$ cat config.mk
export PLATFORM = sky130hd
export DESIGN_NAME = tx_uart_arbiter_flat
export DESIGN_NICKNAME = d
export VERILOG_FILES = /design/src/rtl/tx_uart_arbiter_if.sv /design/src/rtl/tx_uart_arbiter.sv /design/src/flat_wrapper.sv
export SDC_FILE = /design/constraint.sdc
export NUM_CORES = 1
export LEC_CHECK = 0
export CELL_PAD_IN_SITES_DETAIL_PLACEMENT = 0
export CELL_PAD_IN_SITES_GLOBAL_PLACEMENT = 1
export CORE_MARGIN = 2
export CORE_UTILIZATION = 28
export CTS_BUF_LIST = sky130_fd_sc_hd__clkbuf_4 sky130_fd_sc_hd__clkbuf_8
export DETAILED_ROUTE_END_ITERATION = 6
export HOLD_SLACK_MARGIN = 0.12
export PLACE_DENSITY_LB_ADDON = 0.1
export RECOVER_POWER = 50
export SETUP_SLACK_MARGIN = 0.15
export SYNTH_ARGS = -nofsm -noshare
export SYNTH_HDL_FRONTEND = slang
export SYNTH_SLANG_ARGS = --single-unit
export TNS_END_PERCENT = 20
$ cat constraint.sdc
create_clock -name i_clk -period 1.44 [get_ports i_clk]
set_input_delay 0.288 -clock i_clk [delete_from_list [all_inputs] [get_ports i_clk]]
set_output_delay 0.288 -clock i_clk [all_outputs]
set_load 0.05 [all_outputs]
$ cat src/rtl/tx_uart_arbiter_if.sv
// Handshake bundle between the byte producers, the arbiter and the Tx_uart.
// slave  : arbiter side (consumes requests and tx_done, drives load/ack/status)
// master : producer / transmitter side
interface tx_uart_arbiter_if #(
  parameter int NB_BITS = 8,
  parameter int NB_REQ  = 4,
  parameter int NB_ID   = 2
);
  logic [NB_REQ-1:0]         i_req;
  logic [NB_REQ*NB_BITS-1:0] i_data;
  logic [NB_REQ-1:0]         o_ack;
  logic [NB_BITS-1:0]        o_tx_data;
  logic                      o_tx_data_ready;
  logic                      i_tx_done;
  logic                      o_busy;
  logic [NB_ID-1:0]          o_grant_id;

  modport slave (
    input  i_req, i_data, i_tx_done,
    output o_ack, o_tx_data, o_tx_data_ready, o_busy, o_grant_id
  );

  modport master (
    output i_req, i_data, i_tx_done,
    input  o_ack, o_tx_data, o_tx_data_ready, o_busy, o_grant_id
  );
endinterface

$ cat src/rtl/tx_uart_arbiter.sv
// Round-robin arbiter sharing one Tx_uart among NB_REQ byte sources.
// The granted byte is latched at grant, strobed into the transmitter for one
// cycle, and the requester is acked one cycle after the transmitter's done.
// Optional build macro: TX_ARB_TAG_EN -- each grant first sends a tag byte
// {TAG_PREFIX, grant_id} ahead of the data byte.
//
//  state    | meaning
//  ---------+-----------------------------------------------------------
//  ST_IDLE  | no transfer; arbitrate among i_req starting at ptr
//  ST_TLOAD | (tag build) tag byte on o_tx_data, load strobe high
//  ST_TWAIT | (tag build) tag byte in flight, wait for i_tx_done
//  ST_LOAD  | data byte on o_tx_data, load strobe high
//  ST_WAIT  | data byte in flight, wait for i_tx_done
//  ST_ACK   | ack pulse to the granted requester, advance ptr
module tx_uart_arbiter #(
  parameter int NB_BITS = 8,
  parameter int NB_REQ  = 4,
  parameter int NB_ID   = 2
`ifdef TX_ARB_TAG_EN
  , parameter logic [NB_BITS-NB_ID-1:0] TAG_PREFIX = 6'b101000
`endif
) (
  input logic              i_clk,
  input logic              i_rst,
  tx_uart_arbiter_if.slave bus
);

  typedef enum logic [2:0] {
    ST_IDLE  = 3'd0,
    ST_LOAD  = 3'd1,
    ST_WAIT  = 3'd2,
    ST_ACK   = 3'd3
`ifdef TX_ARB_TAG_EN
    , ST_TLOAD = 3'd4,
    ST_TWAIT = 3'd5
`endif
  } state_t;

  state_t             state, state_nxt;
  logic [NB_ID-1:0]   ptr;
  logic [NB_ID-1:0]   grant_q;
  logic [NB_ID-1:0]   pick_id;
  logic               pick_found;
  logic [NB_REQ-1:0]  req_rot;
  logic [NB_ID:0]     cand;
  logic [NB_BITS-1:0] pick_byte;
  logic [NB_BITS-1:0] tx_data_q;
  logic [NB_REQ-1:0]  ack_q;
  logic               tx_ready_q;
  logic               busy_q;
`ifdef TX_ARB_TAG_EN
  logic [NB_BITS-1:0] data_hold;
`endif

  // Round-robin pick: rotate requests so bit 0 is ptr, lowest set offset wins.
  always_comb begin
    req_rot    = NB_REQ'({bus.i_req, bus.i_req} >> ptr);
    pick_found = 1'b0;
    pick_id    = '0;
    cand       = '0;
    for (int i = NB_REQ - 1; i >= 0; i--) begin
      if (req_rot[i]) begin
        pick_found = 1'b1;
        cand       = {1'b0, ptr} + (NB_ID + 1)'(i);
        if (cand >= (NB_ID + 1)'(NB_REQ)) begin
          cand = cand - (NB_ID + 1)'(NB_REQ);
        end
        pick_id = cand[NB_ID-1:0];
      end
    end
  end

  // Byte of the requester about to be granted.
  always_comb begin
    pick_byte = '0;
    for (int k = 0; k < NB_REQ; k++) begin
      if (pick_id == NB_ID'(k)) begin
        pick_byte = bus.i_data[k*NB_BITS +: NB_BITS];
      end
    end
  end

  // State register.
  always_ff @(posedge i_clk or negedge i_rst) begin
    if (!i_rst) begin
      state <= ST_IDLE;
    end else begin
      state <= state_nxt;
    end
  end

  // Next-state logic; done is only honoured in the wait states.
  always_comb begin
    state_nxt = state;
    case (state)
      ST_IDLE: begin
        if (pick_found) begin
`ifdef TX_ARB_TAG_EN
          state_nxt = ST_TLOAD;
`else
          state_nxt = ST_LOAD;
`endif
        end
      end
`ifdef TX_ARB_TAG_EN
      ST_TLOAD: state_nxt = ST_TWAIT;
      ST_TWAIT: if (bus.i_tx_done) state_nxt = ST_LOAD;
`endif
      ST_LOAD:  state_nxt = ST_WAIT;
      ST_WAIT:  if (bus.i_tx_done) state_nxt = ST_ACK;
      ST_ACK:   state_nxt = ST_IDLE;
      default:  state_nxt = ST_IDLE;
    endcase
  end

  // Registered outputs decoded from the state being entered, plus grant/ptr.
  always_ff @(posedge i_clk or negedge i_rst) begin
    if (!i_rst) begin
      tx_ready_q <= 1'b0;
      busy_q     <= 1'b0;
      ack_q      <= '0;
      tx_data_q  <= '0;
      grant_q    <= '0;
      ptr        <= '0;
`ifdef TX_ARB_TAG_EN
      data_hold  <= '0;
`endif
    end else begin
`ifdef TX_ARB_TAG_EN
      tx_ready_q <= (state_nxt == ST_LOAD) || (state_nxt == ST_TLOAD);
`else
      tx_ready_q <= (state_nxt == ST_LOAD);
`endif
      busy_q <= (state_nxt != ST_IDLE);
      ack_q  <= (state_nxt == ST_ACK) ? (NB_REQ'(1) << grant_q) : '0;

      if (state == ST_IDLE && pick_found) begin
        grant_q <= pick_id;
`ifdef TX_ARB_TAG_EN
        tx_data_q <= {TAG_PREFIX, pick_id};
        data_hold <= pick_byte;
`else
        tx_data_q <= pick_byte;
`endif
      end

`ifdef TX_ARB_TAG_EN
      // Tag byte finished: swap in the byte captured at grant time.
      if (state == ST_TWAIT && bus.i_tx_done) begin
        tx_data_q <= data_hold;
      end
`endif

      if (state == ST_ACK) begin
        if (grant_q == NB_ID'(NB_REQ - 1)) begin
          ptr <= '0;
        end else begin
          ptr <= grant_q + 1'b1;
        end
      end
    end
  end

  assign bus.o_ack           = ack_q;
  assign bus.o_tx_data       = tx_data_q;
  assign bus.o_tx_data_ready = tx_ready_q;
  assign bus.o_busy          = busy_q;
  assign bus.o_grant_id      = grant_q;

endmodule

$ cat src/flat_wrapper.sv
// flat-port wrapper written by rule: the top's interface ports become plain ports
module tx_uart_arbiter_flat 
#(
  parameter int NB_BITS = 8,
  parameter int NB_REQ  = 4,
  parameter int NB_ID   = 2

)
  (i_clk, i_rst, bus_i_req, bus_i_data, bus_i_tx_done, bus_o_ack, bus_o_tx_data, bus_o_tx_data_ready, bus_o_busy, bus_o_grant_id);
  tx_uart_arbiter_if #(.NB_BITS(NB_BITS), .NB_REQ(NB_REQ), .NB_ID(NB_ID)) bus_i ();
  input logic i_clk;
  input logic i_rst;
  input wire logic [$bits(bus_i.i_req)-1:0] bus_i_req;
  input wire logic [$bits(bus_i.i_data)-1:0] bus_i_data;
  input wire logic [$bits(bus_i.i_tx_done)-1:0] bus_i_tx_done;
  output wire logic [$bits(bus_i.o_ack)-1:0] bus_o_ack;
  output wire logic [$bits(bus_i.o_tx_data)-1:0] bus_o_tx_data;
  output wire logic [$bits(bus_i.o_tx_data_ready)-1:0] bus_o_tx_data_ready;
  output wire logic [$bits(bus_i.o_busy)-1:0] bus_o_busy;
  output wire logic [$bits(bus_i.o_grant_id)-1:0] bus_o_grant_id;
  assign bus_i.i_req = bus_i_req;
  assign bus_i.i_data = bus_i_data;
  assign bus_i.i_tx_done = bus_i_tx_done;
  assign bus_o_ack = bus_i.o_ack;
  assign bus_o_tx_data = bus_i.o_tx_data;
  assign bus_o_tx_data_ready = bus_i.o_tx_data_ready;
  assign bus_o_busy = bus_i.o_busy;
  assign bus_o_grant_id = bus_i.o_grant_id;
  tx_uart_arbiter #(.NB_BITS(NB_BITS), .NB_REQ(NB_REQ), .NB_ID(NB_ID)) u_core (.i_clk(i_clk), .i_rst(i_rst), .bus(bus_i));
endmodule
# Yosys cells after proc, flatten, opt, wreduce, memory -nomap -nowiden

Cells that the tools add are included.

Logic and storage cells: 55
Input bits: 39
Register bits after elaboration: 21

$add $sub $neg: 8
Mux-type cells: 21
Magnitude comparators: 4
Reductions and logical operators: 4
Shift-type cells: 2
Eq/ne operators: 9

Operator list:

| operator                                                               | count |
|---|---|
| 8-bit 2-to-1 mux                                                       | 4 |
| 2-bit 2-to-1 mux                                                       | 9 |
| 3-bit by 2-bit equality test with 1-bit output (second input constant) | 3 |
| 3-bit >= comparator (second input constant)                            | 3 |
| 3-bit case mux with 3 select lines                                     | 1 |
| 8-bit by 2-bit right shift with 4-bit output                           | 1 |
| 2-bit by 1-bit subtractor with 2-bit output (second input constant)    | 4 |
| 2-bit by 2-bit adder with 3-bit output (second input constant)         | 2 |
| 2-bit equality test (second input constant)                            | 3 |
| 3-bit by 1-bit equality test with 1-bit output (second input constant) | 2 |
| 3-bit 2-to-1 mux                                                       | 2 |
| 1-bit 2-to-1 mux                                                       | 4 |
| 4-bit 2-to-1 mux                                                       | 1 |
| 1-bit by 2-bit left shift with 4-bit output (first input constant)     | 1 |
| 2-bit by 1-bit adder with 3-bit output (second input constant)         | 1 |
| 2-bit by 3-bit >= comparator with 1-bit output (second input constant) | 1 |
| 3-bit zero test                                                        | 1 |
| 3-bit nonzero test                                                     | 1 |
| 2-bit by 1-bit adder with 2-bit output (second input constant)         | 1 |
| 2-bit by 1-bit equality test with 1-bit output (second input constant) | 1 |
| 2-bit zero test                                                        | 1 |
| 1-bit logical AND                                                      | 1 |

# Depth between registers and ports, before layout

Gate-level depths: netlist of the first run.

Word-level depth: 12
Mapped depth: 6
Gate-level depth less buffers: 5

# Worst setup path before layout of the first run

OpenSTA, ideal clock, no wires.

Path type: register to register
From: reg u_core.ptr[1]
To: reg u_core.tx_data_q[0] (netlist: u_core.bus.o_tx_data[0])
Buffers on the path: 0
Arrival time: 1425 ps
Setup time: 134 ps
Stages on the path, launching flop included: 6
Slack: -119 ps
Cells stage by stage: dfrtp_1 > mux2i_1 > o22ai_4 > nor2_4 > mux2i_1 > o211ai_1

Cells in the longest elaborated chain, start to end: 12
Elaborated cells on any way between the ends: 33
Those cells by class: add/sub (7); order compare (4); eq/ne (3); shift (1); mux (16); reduce/logical (2)

RTL lines:

| item                                                                               | line                                         | RTL |
|---|---|---|
| start: declaration                                                                 | tx_uart_arbiter.sv:40                        | `logic [NB_ID-1:0] ptr;` |
| start signal: assignment                                                           | tx_uart_arbiter.sv:158                       | `ptr <= grant_q + 1'b1;` |
| 2-bit by 2-bit adder with 3-bit output                                             | tx_uart_arbiter.sv:64                        | `cand = {1'b0, ptr} + (NB_ID + 1)'(i);` |
| 3-bit >= comparator or 2-bit by 1-bit subtractor with 2-bit output (tied branches) | tx_uart_arbiter.sv:65, tx_uart_arbiter.sv:66 |  |
| 2-bit 2-to-1 mux                                                                   | tx_uart_arbiter.sv:65                        | `if (cand >= (NB_ID + 1)'(NB_REQ)) begin` |
| 2-bit 2-to-1 mux (4 in series)                                                     | tx_uart_arbiter.sv:62                        | `if (req_rot[i]) begin` |
| 2-bit zero test                                                                    | tx_uart_arbiter.sv:77                        | `if (pick_id == NB_ID'(k)) begin` |
| 8-bit 2-to-1 mux (4 in series)                                                     | tx_uart_arbiter.sv:77                        |  |
| end signal: assignment                                                             | tx_uart_arbiter.sv:143                       | `tx_data_q <= pick_byte;` |
| end: declaration                                                                   | tx_uart_arbiter.sv:47                        | `logic [NB_BITS-1:0] tx_data_q;` |

Several ways; a longest one is shown, not always the timed one.
A chain may end at the register's enable or synchronous reset.

# Worst setup path after layout of the first run

Same ends and word-level chain as after synthesis.

==> impl_results.md, run 1 <==
* DIE HEIGHT at 68.7 µm
* Final worst-path cycle share at 114%
* Clock Pin Slew Worst Setup and Hold Paths at 80 ps
* Period minus WS final at 1640 ps
* Worst skew pair latency at 260 ps
* Boundary Pins at 55
* CTS HTree Levels at 1
* Fin cells at 243
* Yosys reg bits at 21
* Failing checks: setup timing
* Antenna cells at 0
* Part of the power in the clock network at between 10% and 20%
* Layout cells sized above 1 at 31.6%
* Post-synthesis instance total at 112
* Max-cap violations at 0
* Critical path arrival at 1820 ps
* Sw Pwr at 1.70 mW
* Slew HR at 62.5%
* Nets at between 200 and 250
* Util after Layout at 55.5%
* Antenna violations before repair at 0
* Synthesized cell area at 1170 µm²
* Run status: finished, violations left
* Hold crit path type: primary input to asynchronous set/reset pin
* GPL Wtd Cong at 0.725
* CTS tree: done
* Crit. End Element: flop
* Clk_skew at 1.93 ps
* Vias per cell at 4.79
* Die X at 68.7 µm
* Commonest non-fill, non-tap cells in the layout: clkdlybuf4s50_1, dfrtp_1, buf_12, buf_4, nand2_1
* Post-DP HPWL at 2650 µm
* Worst Path Max Fanout at 8
* Netlist cell types at 30
* Area delta synth->final at 90.6%
* Worst ir drop on vdd at 1.03 mV
* Mapped Avg Cell Area at approximately 10 µm²
* Maximum clock rate at 0.609 GHz
* RSZ-0062 raised after global routing: yes
* Sequential area share after synthesis at 44.8%
* Synth top area share at 44.8%
* Synth area leader: dfrtp_1
* Synth area leaders: dfrtp_1, mux2i_1, a211o_1
* Commonest non-fill, non-tap cell in the layout: clkdlybuf4s50_1
* Flop pwr share at between 20 and 30%
* GRT Residual Overflow at 0
* Vias in the first global route at ~1.2k
* Final hold vios at 0
* Die ar. at 4730 µm²
* Net Sw Frac at 42.3%
* Cell Pwr Density at 1800 nW/µm²
* Max Slew Vio Count at 0
* Post-place setup slack at -719 ps
* First-pass GRT wire length at 5640 µm
* Hold slack at approximately 530 ps
* Final ANT Viol Nets at 0
* Internal power at 2.32 mW
* Post-synthesis net count at 155
* Tot Pwr at a little over 4 mW
* Leakage at slightly below 1 nW
* Sink Count at 21
* CP required at 1620 ps
* Clk root buf: clkbuf_8
* IO Port Bufs at 54
* Final setup fails at 9
* Critical path class: flop to flop
* Startpoint Class: flop
* DR pass1 iterations at 4
* Clock tree buffer depth at 2
* Core Rows at 23
* Final wirelength at between 3000 and 4000 µm
* Placed cell count at 230
* Worst-Margin Slew at 562 ps
* Hold_buf cts at 0
* Largest net degree at the start of global routing at 22
* DR DRC count at 0
* Ys Warns at 0
* Starting Density at 29.1%
* Combinational power share at ~65%
* Fin worst setup slack at -201 ps
* Num CTS Buffers at 3
* Wire per inst at 15.0 µm
* DR vias at between 1k and 1.5k
* Core area at just over 4000 µm²
* All-Layer GR Usage at 16.3%
* DRT iter0 DRCs at 47
==> registers in the layout, indices dropped and copies added, names as in the netlist <==
signal                      flops
u_core.bus.o_tx_data            8
u_core.ptr                      2
u_core.bus.o_busy               1
u_core.bus.o_ack                4
u_core.state                    3
u_core.bus.o_grant_id           2
u_core.bus.o_tx_data_ready      1
==> critical path, stage by stage (launching register included) <==
cell and delay, ps:
dfrtp_2 460, buf_6 140, a21boi_4 200, o22a_2 260, nand3_1 100, a211o_1 300, o211ai_1 100
==> synth_stat cells (all sizes together) <==
cell type / instances
a211o: 8
a21boi: 1
a21oi: 2
and2: 5
buf: 2
conb: 1
dfrtp: 21
ha: 4
inv: 4
mux2: 1
mux2i: 9
nand2: 13
nand3: 8
nand3b: 1
nor2: 3
nor3: 1
nor4bb: 1
o211ai: 8
o21a: 1
o21ai: 10
o22a: 1
o22ai: 2
o31ai: 1
o41ai: 1
or2: 1
or3: 1
xnor2: 1
==> final cells by class <==
cell class	instances	area [µm²]
clock buffers	3	41.3
clock inverters	1	7.51
fillers	377	1790
inverters	4	15.0
multi-input cells	86	684
flip-flops and latches	21	528
well taps	50	62.6
repair buffers	78	898
==> what timing repair did <==
action | CTS | global route
resized for setup | 12 | 8
buffers inserted | 6 | 2
setup endpoints to repair | 13 | 15
pin swaps | 4 | 5
cloned | 0 | 1
==> metal layers <==
layer	wire (µm)	global-route usage (%)
met5	0	0
met4	18	5.39
met3	158	2.11
met2	1760	24.9
met1	1710	23.8
==> kinds of logic after synthesis <==
kind of cell             share of synthesized area, %
flip-flops                                       44.8
multiplexers                                     8.64
AO/OA/AOI/OAI                                    24.3
buffers and inverters                            2.13
XOR/XNOR                                        0.746
adder cells (fa/ha/maj)                          4.26
other                                           0.320
AND/OR/NAND/NOR                                  14.8
==> metrics by stage <==
| step | TNS (ps) | cell area (µm²) |
|---|---|---|
| after floorplan | -567 | 1190 |
| after global placement | -6770 | 2060 |
| after detailed placement | -7630 | 2060 |
| after CTS | -1280 | 2200 |
| after global routing | -2580 | 2240 |
| final | -1630 | 2240 |
==> final timing paths <==
| path | startpoint | to | slack [ps] | depth (start not counted) |
|---|---|---|---|---|
| setup / recovery | u_core.ptr[1] | u_core.bus.o_tx_data[0] | -200 | 6 |
| hold / removal | i_rst | u_core.bus.o_ack[2] | 530 | 2 |
| setup reg to reg | u_core.ptr[1] | u_core.bus.o_tx_data[0] | -200 | 6 |
| hold reg to reg | u_core.bus.o_tx_data[1] | u_core.bus.o_tx_data[1] | 580 | 2 |
| max in group asynchronous | i_rst | u_core.ptr[1] | 510 | 2 |
| min in group i_clk | u_core.bus.o_tx_data[1] | u_core.bus.o_tx_data[1] | 580 | 2 |
==> power groups by stage <==
stage / registers, mW / clock network [mW] / logic (mW)
after global placement: 1.01 / 0 / 2.34
after global routing: 1.05 / 0.451 / 2.77
after detailed placement: 1.01 / 0 / 2.36
final: 1.02 / 0.408 / 2.59
after floorplan: 1.51 / 0 / 0.648
after CTS: 1.00 / 0.418 / 2.53
(Power assumes the default switching activity.)
==> run 2: changes to the inputs <==
--- a/config.mk
+++ b/config.mk
@@ -8,9 +8,10 @@
 export CELL_PAD_IN_SITES_DETAIL_PLACEMENT = 0
 export CELL_PAD_IN_SITES_GLOBAL_PLACEMENT = 1
 export CORE_MARGIN = 2
-export CORE_UTILIZATION = 28
+export CORE_UTILIZATION = 47
 export CTS_BUF_LIST = sky130_fd_sc_hd__clkbuf_4 sky130_fd_sc_hd__clkbuf_8
 export DETAILED_ROUTE_END_ITERATION = 6
+export DONT_BUFFER_PORTS = 1
 export HOLD_SLACK_MARGIN = 0.12
 export PLACE_DENSITY_LB_ADDON = 0.1
 export RECOVER_POWER = 50
==> constraint.sdc (replaced) <==
create_clock -name i_clk -period 1.75 [get_ports i_clk]
set_input_delay 0.35 -clock i_clk [delete_from_list [all_inputs] [get_ports i_clk]]
set_output_delay 0.35 -clock i_clk [all_outputs]
set_load 0.005 [all_outputs]
==> impl_results.md, run 2 (synthesized netlist as in run 1, its figures left out) <==
* Fillers at 216 (was 377)
* DR pass1 iterations at 4 (unchanged)
* Worst-Margin Slew at 948 ps (was 562 ps)
* Startpoint Class: flop (unchanged)
* Crit-path max cell delay at 480 ps (was 460 ps)
* Die ar. at 2910 µm² (was 4730 µm²)
* Vias per cell at 6.03 (was 4.79)
* Sink Count at 21 (unchanged)
* Worst-path cell with the longest stage delay: dfrtp_2 (unchanged)
* RSZ-0062 raised after global routing: yes (unchanged)
* Worst skew pair latency at 310 ps (was 260 ps)
* CP required at 1970 ps (was 1620 ps)
* Fin cells at 151 (was 243)
* Worst ir drop on vdd at 0.654 mV (was 1.03 mV)
* Clock Pin Slew Worst Setup and Hold Paths at 120 ps (was 80 ps)
* Boundary Pins at 55 (unchanged)
* Commonest non-fill, non-tap cells in the layout: dfrtp_1, nand2_1, nand3_1, a211o_1, o211ai_1 (was clkdlybuf4s50_1, dfrtp_1, buf_12, buf_4, nand2_1)
* Maximum clock rate at 0.620 GHz (was 0.609 GHz)
* Hold crit path type: primary input to flop (was primary input to asynchronous set/reset pin)
* Worst Path Max Fanout at 8 (unchanged)
* Post-route cell area at 1340 µm² (was 2240 µm²)
* Storage cell area at 527 µm² (was 528 µm²)
* DR vias at 911 (was 1165)
* Run status: finished, final reports clean (was finished, violations left)
* Post-DP HPWL at 2020 µm (was 2650 µm)
* Final hold vios at 0 (unchanged)
* Critical path arrival at 1840 ps (was 1820 ps)
* IO Port Bufs at 0 (was 54)
* DRT iter0 DRCs at 13 (was 47)
* Slew HR at 36.6% (was 62.5%)
* Commonest non-fill, non-tap cell in the layout: dfrtp_1 (was clkdlybuf4s50_1)
* Multi-input gate area at 662 µm² (was 684 µm²)
* Critical path class: flop to flop (unchanged)
* Max Slew Vio Count at 0 (unchanged)
* Leakage at 0.564 nW (was 0.963 nW)
* Hold slack at 249 ps (was 533 ps)
* Max-cap violations at 0 (unchanged)
* Final worst-path cycle share at 92.2% (was 114%)
* Clk_skew at 10.8 ps (was 1.93 ps)
* Antenna cells at 0 (unchanged)
* CTS tree: done (unchanged)
* Die X at 54.0 µm (was 68.7 µm)
* Nets at 165 (was 237)
* Part of the power in the clock network at 12.5% (was 10.1%)
* Placed inst area at 1220 µm² (was 2060 µm²)
* Util after Layout at 55.8% (was 55.5%)
* Combinational power share at 42.5% (was 64.5%)
* CTS HTree Levels at 1 (unchanged)
* Starting Density at 48.7% (was 29.1%)
* Final setup fails at 0 (was 9)
* Wire per inst at 17.4 µm (was 15.0 µm)
* Vias in the first global route at 763 (was 1165)
* Max FFs per register at 8 (unchanged)
* GPL Wtd Cong at 0.749 (was 0.725)
* Largest net degree at the start of global routing at 22 (unchanged)
* Internal power at 1.14 mW (was 2.32 mW)
* Layout cells sized above 1 at 20.7% (was 31.6%)
* Cell Pwr Density at 1390 nW/µm² (was 1800 nW/µm²)
* Core Rows at 18 (was 23)
* DR DRC count at 0 (unchanged)
* Final wirelength at 2620 µm (was 3650 µm)
* Placed cell count at 143 (was 230)
* Core area at 2410 µm² (was 4030 µm²)
* Flop pwr share at 45.1% (was 25.3%)
* DIE HEIGHT at 54.0 µm (was 68.7 µm)
* All-Layer GR Usage at 18.8% (was 16.3%)
* Final ANT Viol Nets at 0 (unchanged)
* First-pass GRT wire length at 3860 µm (was 5640 µm)
* Crit. End Element: flop (unchanged)
* Worst path cell trace: mux2i_4 > o22ai_4 > buf_6 > o21ai_0 > a211o_1 > o211ai_1 (was buf_6 > a21boi_4 > o22a_2 > nand3_1 > a211o_1 > o211ai_1)
* Clk root buf: clkbuf_4 (was clkbuf_8)
* Period minus WS final at 1610 ps (was 1640 ps)
* Net Sw Frac at 39.1% (was 42.3%)
* Sw Pwr at 0.731 mW (was 1.70 mW)
* Num CTS Buffers at 3 (unchanged)
* Antenna violations before repair at 0 (unchanged)
* GRT Residual Overflow at 0 (unchanged)
* Clock tree buffer depth at 2 (unchanged)
* Setup TNS at 0 ps (was -1630 ps)
* Area delta synth->final at 14.5% (was 90.6%)
==> run 2: layout make-up <==
type	instances	area share (%)
inverter	4	1.12
clock inverter	1	0.372
clock buffer	3	1.68
tap	30	2.79
sequential	21	39.2
multi-input combinational	85	49.3
timing repair buffer	7	5.59
==> run 2: per-layer routing <==
metal	track usage [%]	wire length [µm]
met1	30.0	1300
met2	24.0	1060
met3	5.00	229
met4	6.25	31
met5	0	0
==> run 2: power by group through the flow <==
stage	Sequential, mW	Combinational [mW]	Clock, mW
2_1_floorplan	0.791	0.519	0
3_5_place_dp	0.839	0.667	0
6_report	0.842	0.794	0.234
4_1_cts	0.834	0.762	0.242
5_1_grt	0.871	0.868	0.261
3_3_place_gp	0.830	0.647	0
==> run 2: worst paths after layout <==
check	startpoint	end	slack (ps)	depth (start not counted)
min in group asynchronous	i_rst	u_core.bus.o_tx_data_ready	620	1
max in group asynchronous	i_rst	u_core.ptr[1]	480	1
hold reg to reg	u_core.bus.o_tx_data[7]	u_core.bus.o_tx_data[7]	550	2
setup reg to reg	u_core.ptr[1]	u_core.bus.o_tx_data[3]	140	6
hold / removal	bus_i_req[2]	u_core.bus.o_tx_data_ready	250	2
setup / recovery	u_core.ptr[1]	u_core.bus.o_tx_data[3]	140	6
==> run 2: critical path, delay by kind of cell (launching register included) <==
family / cells / cell delay, ps
muxes: 1 / 220
DFF: 1 / 480
AOI/OAI and AO/OA: 4 / 680
buffers and inverters: 1 / 160
==> run 2: timing repair <==
| item | 4_1_cts | 5_1_grt |
|---|---|---|
| hold endpoints to repair | 21 | 0 |
| resized for setup | 5 | 11 |
| setup endpoints to repair | 8 | 8 |
| hold buffers | 1 | 0 |
| setup buffers | 3 | 0 |
| gates cloned | 0 | 0 |
| pin swaps | 1 | 13 |
==> run 2: metrics by stage <==
step	total power, mW	setup WS [ps]
finish	1.87	136
detailed placement	1.51	-13.9
global route	2.00	57.5
global placement	1.48	62.1
floorplan	1.31	191
CTS	1.84	156
==> run 3: changes to the inputs <==
==> constraint.sdc (replaced) <==
create_clock -name i_clk -period 1.7 [get_ports i_clk]
set_input_delay 0.34 -clock i_clk [delete_from_list [all_inputs] [get_ports i_clk]]
set_output_delay 0.34 -clock i_clk [all_outputs]
set_load 0.005 [all_outputs]
==> impl_results.md, run 3 (synthesized netlist as in run 1, its figures left out) <==
* Run status: finished, final reports clean (unchanged)
* Leakage at 0.594 nW (was 0.564 nW)
* Vias in the first global route at 824 (was 763)
* Max FFs per register at 8 (unchanged)
* CP bufs+invs at 1 (unchanged)
* Placed cell count at 150 (was 143)
* Worst Path Max Fanout at 4 (was 8)
* CTS tree: done (unchanged)
* Final hold vios at 0 (unchanged)
* RSZ-0062 raised after global routing: yes (unchanged)
* Post-DP HPWL at 2080 µm (was 2020 µm)
* Final worst-path cycle share at 94.0% (was 92.2%)
* Clock Pin Slew Worst Setup and Hold Paths at 120 ps (about the same)
* Boundary Pins at 55 (unchanged)
* Starting Density at 48.7% (unchanged)
* Clk_skew at 8.58 ps (was 10.8 ps)
* Fin cells at 157 (was 151)
* Worst path cell trace: mux2i_2 > o22ai_4 > nor2_4 > buf_6 > mux2i_1 > o211ai_1 (was mux2i_4 > o22ai_4 > buf_6 > o21ai_0 > a211o_1 > o211ai_1)
* Util after Layout at 56.7% (was 55.8%)
* Clk root buf: clkbuf_4 (unchanged)
* Largest net degree at the start of global routing at 22 (unchanged)
* Critical path class: flop to flop (unchanged)
* Crit-path max cell delay at 440 ps (was 480 ps)
* Commonest non-fill, non-tap cell in the layout: dfrtp_1 (unchanged)
* Antenna cells at 0 (unchanged)
* Worst ir drop on vdd at 0.797 mV (was 0.654 mV)
* Hold crit path type: primary input to flop (unchanged)
* GRT Residual Overflow at 0 (unchanged)
* Die ar. at 2910 µm² (unchanged)
* Crit. End Element: flop (unchanged)
* Core Rows at 18 (unchanged)
* GPL Wtd Cong at 0.726 (was 0.749)
* Fillers at 227 (was 216)
* CP required at 1890 ps (was 1970 ps)
* Clock tree buffer depth at 2 (unchanged)
* IO Port Bufs at 0 (unchanged)
* Worst-Margin Slew at 904 ps (was 948 ps)
* Area delta synth->final at 16.5% (was 14.5%)
* DR vias at 936 (was 911)
* Final wirelength at 2640 µm (was 2620 µm)
* Num CTS Buffers at 3 (unchanged)
* Final setup fails at 0 (unchanged)
* Slew HR at 39.5% (was 36.6%)
* Startpoint Class: flop (unchanged)
* Vias per cell at 5.96 (was 6.03)
* Cell family with most CP delay: multiplexers (was compound AO/OA/AOI/OAI gates)
* First-pass GRT wire length at 3700 µm (was 3860 µm)
* Core area at 2410 µm² (unchanged)
* Final ANT Viol Nets at 0 (unchanged)
* Layout cells sized above 1 at 22.0% (was 20.7%)
* Period minus WS final at 1600 ps (was 1610 ps)
* Tot Pwr at 1.94 mW (was 1.87 mW)
* Critical path arrival at 1790 ps (was 1840 ps)
* DIE HEIGHT at 54.0 µm (unchanged)
* Max-cap violations at 0 (unchanged)
* DRT iter0 DRCs at 15 (was 13)
* Commonest non-fill, non-tap cells in the layout: dfrtp_1, nand2_1, o21ai_0 (was dfrtp_1, nand2_1, nand3_1, a211o_1, o211ai_1)
* Antenna violations before repair at 0 (unchanged)
* Wire per inst at 16.8 µm (was 17.4 µm)
* All-Layer GR Usage at 18.1% (was 18.8%)
* Maximum clock rate at 0.626 GHz (was 0.620 GHz)
* Worst-path cell with the longest stage delay: dfrtp_1 (was dfrtp_2)
* DR DRC count at 0 (unchanged)
* CTS HTree Levels at 1 (unchanged)
* Max Slew Vio Count at 0 (unchanged)
* Nets at 171 (was 165)
* Cell Pwr Density at 1420 nW/µm² (was 1390 nW/µm²)
* DR pass1 iterations at 4 (unchanged)
* Die X at 54.0 µm (unchanged)
* Worst skew pair latency at 300 ps (was 310 ps)
* Sink Count at 21 (unchanged)
run 3: changes by cell type in the layout (fill, tap and decap cells not counted), moves of 2 or more:
| cell | previous run | this run |
|---|---|---|
| mux2i_1 | 6 | 8 |
| and2_0 | 0 | 3 |
| o21ai_0 | 7 | 9 |
| and2_1 | 4 | 1 |
| buf_4 | 3 | 8 |
run 3: final cells by class:
cell class	instances	area (µm²)	share of cell area, %
multi-input combinational	85	637	46.6
sequential	21	526	38.4
timing repair buffer	13	125	9.15
tap	30	37.5	2.74
clock buffer	3	22.5	1.65
inverter	4	15.0	1.10
clock inverter	1	5.00	0.366
run 3: metal layers:
metal	share of wire (%)	global-route usage (%)	up-vias
met5	0	0	-
met3	10	3.89	4
met2	44	26.0	40
met4	0.95	8.75	0
li1	-	-	441
met1	44	25.8	451
run 3: stage by stage:
step	hold slack [ps]	setup TNS [ps]	instance area [µm²]	worst slack [ps]
detailed placement	44.8	0	1310	51.2
CTS	259	0	1360	38.7
global route	253	-13.8	1370	-13.8
global placement	44.8	0	1310	93.1
floorplan	44.4	0	1180	171
finish	254	0	1370	102
run 3: what timing repair did:
action	CTS	global route
endpoints found under the setup margin	8	8
hold buffers	1	0
pin swaps	2	6
endpoints found under the hold margin	21	0
buffers inserted	2	0
resized for setup	2	5
run 3: where the power goes:
group	internal [mW]	switching (mW)	total, mW
combinational	0.437	0.424	0.861
sequential	0.671	0.167	0.838
clock	0.0877	0.153	0.241
total	1.20	0.744	1.94
run 3: worst paths after layout:
check | depth (start not counted) | slack [ps] | to | start
min in group asynchronous | 1 | 600 | u_core.bus.o_tx_data[4] | i_rst
worst max register to register | 6 | 100 | u_core.bus.o_tx_data[5] | u_core.ptr[1]
worst min register to register | 1 | 490 | u_core.state[1] | u_core.state[2]
worst min-delay path | 2 | 250 | u_core.bus.o_tx_data[1] | bus_i_data[1]
max in group asynchronous | 1 | 550 | u_core.bus.o_ack[0] | i_rst
worst max-delay path | 6 | 100 | u_core.bus.o_tx_data[5] | u_core.ptr[1]
==> variant 1 (config.mk and constraints of run 3) <==
Build with the macro `TX_ARB_TAG_EN` defined.
--- a/src/rtl/tx_uart_arbiter.sv
+++ b/src/rtl/tx_uart_arbiter.sv
@@ -14,2 +14,4 @@
 //  ST_ACK   | ack pulse to the granted requester, advance ptr
+`define TX_ARB_TAG_EN
+
 module tx_uart_arbiter #(
Behaviour: not the same (a bounded check fails within 4 cycles, from zero or initial values and one cycle with i_rst low).
==> variant 1 against run 3 <==
First-iteration DRC count increased to 4.3 times the old value. Worst setup slack lost 8.1 ps. Design area grew 29%. Wire length is 34% higher. Total power up 48%. Hold slack got worse by 58 ps. Synthesized area increased by 32%. Largest power group unchanged. Sequential power is 47% higher. Critical endpoint is now u_core.data_hold[0]. Sequential cell count grew 8.
==> variant 1: results <==
group,metric,value,unit
run_status,status,"finished clean",
cts,htree_num_levels,2,
min_path,min_to,"u_core.state[2]",
pwr,p_leak,0.779,nW
synthesis,synthAdderAreaFrac,3.24,%
placement,gp_congestion,0.752,
synthesis,synthXorXnorAreaFrac,0.567,%
finish,nets,212,
worst_setup_path,r2r-end,"u_core.data_hold[0]",
min_path,min_path_cells,2,
timing,slew_headroom,52.8,%
placement,dp.cells,200,
grt,grt_pass1_wl,5540,um
timing,clock_skew,16.6,ps
worst_setup_path,critPathArrivalTime,1820,ps
placement,place_ws,-6.83,ps
detailed_routing,drt_first_pass_iters,4,
synthesis,muxShareOfSynthArea,6.56,%
finish,drive_gt1_share,20.0,%
cts,clk-insertion-delay-late,330,ps
synthesis,synth_commonest_cells,"dfrtp_1 (29), nand2_1 (26), nand3_1 (13)",
worst_setup_path,regToRegSetupSlack,90,ps
synthesis,synth.distinct_cells,39,
synthesis,netlist_top_cells_area,"dfrtp_1 (47%), nand2_1 (6.3%), mux2i_1 (5.8%), a211o_1 (4.5%), nand3_1 (4.2%)",
grt,grt_use_total,20.5,%
cts,numCtsBuffers,5,
synthesis,syn_inst,156,
min_path,hold_class,"input pin to register",
detailed_routing,drt_iter0_markers,65,
placement,post-dp-hpwl,2520,um
grt,grt_max_degree,30,
synthesis,synth_compound_area_share,20.0,%
pwr,ir_drop,0.596,mV
min_path,min_from,"bus_i_tx_done",
cts,clkTransAtPathRegs,100,ps
run,max_cap_viol_count,0,
synthesis,yosys_warnings,0,
synthesis,seq_area_frac_synth,47.0,%
detailed_routing,drt-total-wl,3540,um
cts,clk_path_buf_depth,2,
worst_setup_path,cp_slowest_cell,"dfrtp_2",
synthesis,ys.flop_type,"dfrtp_1",
detailed_routing,num_vias,1233,
detailed_routing,viasPerCell,5.76,
worst_setup_path,cp_max_fo,6,
placement,placed_area,1630,sq um
worst_setup_path,crit_path_max_incr_delay,470,ps
finish,antennaDiodeCount,0,
timing,holdWs,196,ps
-- variant 1: where the power goes --
group	switching, mW	leakage (nW)	internal (mW)
Clock	0.231	0.0354	0.173
Sequential	0.255	0.364	0.974
Combinational	0.651	0.380	0.593
-- variant 1: cell type report --
type	instances	area, sq um
Tap cell	44	55.1
Clock buffer	6	45.0
Multi-Input combinational cell	118	817
Clock inverter	2	10.0
Timing Repair Buffer	11	100
Inverter	4	15.0
Sequential cell	29	728
Fill cell	296	1330
-- variant 1: worst max-delay path by stage --
| stage | end | slack, ps | cells past startpoint |
|---|---|---|---|
| 6_report | u_core.data_hold[0] | 90 | 6 |
| 5_1_grt | u_core.data_hold[2] | -30 | 5 |
| 4_1_cts | u_core.data_hold[2] | 100 | 5 |
| 3_5_place_dp | u_core.data_hold[0] | -7 | 5 |
| 3_3_place_gp | u_core.data_hold[7] | 40 | 5 |
| 2_1_floorplan | u_core.data_hold[0] | 170 | 5 |
-- variant 1: critical path, delay by kind of cell, from the launching register on --
kind                   cells  cell delay [ps]
flip-flops                 1              470
AND/OR/NAND/NOR            1              130
AO/OA/AOI/OAI              2              230
multiplexers               2              510
buffers and inverters      1              150
-- variant 1: what timing repair did --
item,CTS,global route
endpoints found under the hold margin,29,0
hold buffers,2,0
setup endpoints to repair,9,10
gates resized for setup,4,4
pin swaps,1,2
cloned,0,1
buffers inserted,2,1
-- variant 1: routing by layer --
layer / track usage [%] / up-vias / wire [um]
met2: 31.9 / 51 / 1670
met5: 0 / - / 0
met1: 26.7 / 593 / 1560
li1: - / 585 / -
met4: 8.51 / 0 / 55
met3: 6.30 / 4 / 258
==> variant 2 (settings of run 3) <==
Made on the original files. Make the reset (`i_rst`) synchronous in 2 clocked blocks.
--- a/src/rtl/tx_uart_arbiter.sv
+++ b/src/rtl/tx_uart_arbiter.sv
@@ -83,3 +83,3 @@
   // State register.
-  always_ff @(posedge i_clk or negedge i_rst) begin
+  always_ff @(posedge i_clk) begin
     if (!i_rst) begin
@@ -116,3 +116,3 @@
   // Registered outputs decoded from the state being entered, plus grant/ptr.
-  always_ff @(posedge i_clk or negedge i_rst) begin
+  always_ff @(posedge i_clk) begin
     if (!i_rst) begin
Behaviour: differs if i_rst is asserted again (counterexample within 4 cycles, from zero or initial values and one cycle with i_rst low); with i_rst held inactive, the same outputs for 10 cycles.
==> variant 2 against run 3 <==
First-iteration DRC count up 40%. Worst setup slack better by 15 ps. Design area up 1.4%. Utilization fell by 0.79 points. Global-route usage increased by 3.7 points. Final cell count grew 19%. Die area is 4.4% higher. Non-clock buffer count fell by 5. Sequential cell count stayed put. Synthesized area is 4.8% higher. Wire length increased by 20%. Largest cell class unchanged. Highest routed layer unchanged.
Power is not compared: it rests on default switching activity, and its combinational part moved more than twofold at a synthesized area within 25%.
==> variant 2: results <==
group,metric,value,unit
run_status,status,"finished clean",
worst_setup_path,cp_max_fo,13,
grt,grt_pass1_vias,1034,
min_path,hold_class,"input pin to register",
synthesis,synthXorXnorAreaFrac,0.712,%
cts,numCtsBuffers,3,
synthesis,synthAdderAreaFrac,1.02,%
placement,port_buffers,0,
grt,grt_max_degree,17,
synthesis,synth_compound_area_share,24.0,%
worst_setup_path,critPathArrivalTime,1770,ps
synthesis,yosys_warnings,0,
cts,clkTransAtPathRegs,120,ps
worst_setup_path,regToRegSetupSlack,120,ps
worst_setup_path,r2r-end,"u_core.bus.o_tx_data[4]",
placement,post-dp-hpwl,2270,um
grt,grt_pass1_wl,4640,um
finish,drive_gt1_share,24.8,%
grt,gr-usage-met2,33.9,%
grt,use_met1,30.0,%
min_path,min_to,"u_core.bus.o_tx_data[2]",
pwr,p_leak,0.560,nW
synthesis,muxShareOfSynthArea,0.814,%
cts,clk-insertion-delay-late,300,ps
synthesis,syn-num-nets,189,
placement,gp_congestion,0.853,
pwr,internal_power,0.717,mW
timing,clock_skew,12.0,ps
cts,htree_num_levels,1,
detailed_routing,drt_first_pass_iters,4,
min_path,min_path_cells,1,
worst_setup_path,crit_path_max_incr_delay,540,ps
synthesis,synth.distinct_cells,44,
detailed_routing,drt_iter0_markers,21,
worst_setup_path,cp_slowest_cell,"or4_4",
worst_setup_path,worstRegToRegCells,5,
synthesis,netlist_top_cells_area,"dfxtp_1 (34%), o21ai_0 (5.3%), a21oi_1 (4.9%), nand3_1 (4.5%), nor2_1 (4.3%)",
detailed_routing,num_vias,1139,
finish,antennaDiodeCount,0,
finish,largest_reg_flops,8,
synthesis,seq_area_frac_synth,34.2,%
grt,grt_use_total,21.8,%
grt,grt_use_met3,3.49,%
detailed_routing,drt-total-wl,3170,um
synthesis,synth_commonest_cells,"dfxtp_1 (21), nor2_1 (14), o21ai_0 (13)",
synthesis,async_flop_share,0,%
cts,clk_path_buf_depth,2,
finish,nets,198,
worst_setup_path,reg2reg_from,"u_core.ptr[0]",
min_path,min_from,"i_rst",
[variant 2: changes by cell type after synthesis, sizes merged, moves of 8 or more]
cell	before	now
and3	0	11
mux2i	9	1
dfxtp	0	21
nor2	3	14
a21oi	2	12
dfrtp	21	0
o211ai	8	0
[variant 2: cell type report]
| type | count | area, sq um |
|---|---|---|
| Fill cell | 246 | 1090 |
| Multi-Input combinational cell | 120 | 822 |
| Sequential cell | 21 | 425 |
| Timing Repair Buffer | 8 | 56.3 |
| Tap cell | 30 | 37.5 |
| Clock buffer | 4 | 30.0 |
| Inverter | 4 | 15.0 |
[variant 2: metrics by stage]
step / hold WS, ps / utilization [%] / instance area, sq um / worst slack (ps) / std cells
2_1_floorplan: 461 / - / 1240 / 49.1 / 149
3_5_place_dp: 469 / 50.7 / 1260 / 5.66 / 179
4_1_cts: 157 / 53.8 / 1330 / 128 / 184
3_3_place_gp: 465 / 50.7 / 1260 / 66.8 / 179
6_report: 165 / 56.0 / 1390 / 116 / 187
5_1_grt: 144 / 56.0 / 1390 / 85.6 / 187
[variant 2: routing by layer]
metal  share of wire, %  wire (um)
met1                 43       1370
met2                 48       1520
met3                8.0        253
met4               0.85         27
met5                  0          0
[variant 2: worst max-delay path by stage]
stage                  startpoint                      end  slack (ps)  cells after the start
floorplan            bus_i_req[3]  u_core.bus.o_tx_data[0]          50                      7
global placement     bus_i_req[2]  u_core.bus.o_tx_data[4]          70                      5
detailed placement  u_core.ptr[0]  u_core.bus.o_tx_data[0]           6                      5
CTS                 u_core.ptr[0]  u_core.bus.o_tx_data[3]         130                      5
global route        u_core.ptr[0]  u_core.bus.o_tx_data[3]          90                      5
finish              u_core.ptr[0]  u_core.bus.o_tx_data[4]         120                      5
[variant 2: cells by family (layout without fill, tap and decap cells)]
group                      Yosys count  after routing
and+or+nand+nor                     70             71
other                                1              1
DFF                                 21             21
buffers and inverters               10             16
muxes                                1              1
xor gates and xnor gates             1              1
AOI/OAI and AO/OA                   44             45
adders and majority gates            1              1
[variant 2: timing repair]
item	CTS	global route
setup buffers	1	1
pin swaps	2	3
endpoints found under the setup margin	9	8
gates cloned	0	2
resized for setup	9	7
[variant 2: power groups by stage]
stage / Sequential, mW / Combinational [mW] / Clock [mW]
finish: 0.544 / 0.190 / 0.254
global placement: 0.557 / 0.160 / 0
global route: 0.550 / 0.212 / 0.285
CTS: 0.546 / 0.177 / 0.255
detailed placement: 0.557 / 0.165 / 0
floorplan: 0.552 / 0.148 / 0
[variant 2: worst max-delay path: cells and delay by family, from the launching register on]
| kind | cells | cell delay [ps] |
|---|---|---|
| AO/OA/AOI/OAI | 2 | 370 |
| flip-flops | 1 | 380 |
| AND/OR/NAND/NOR | 3 | 720 |
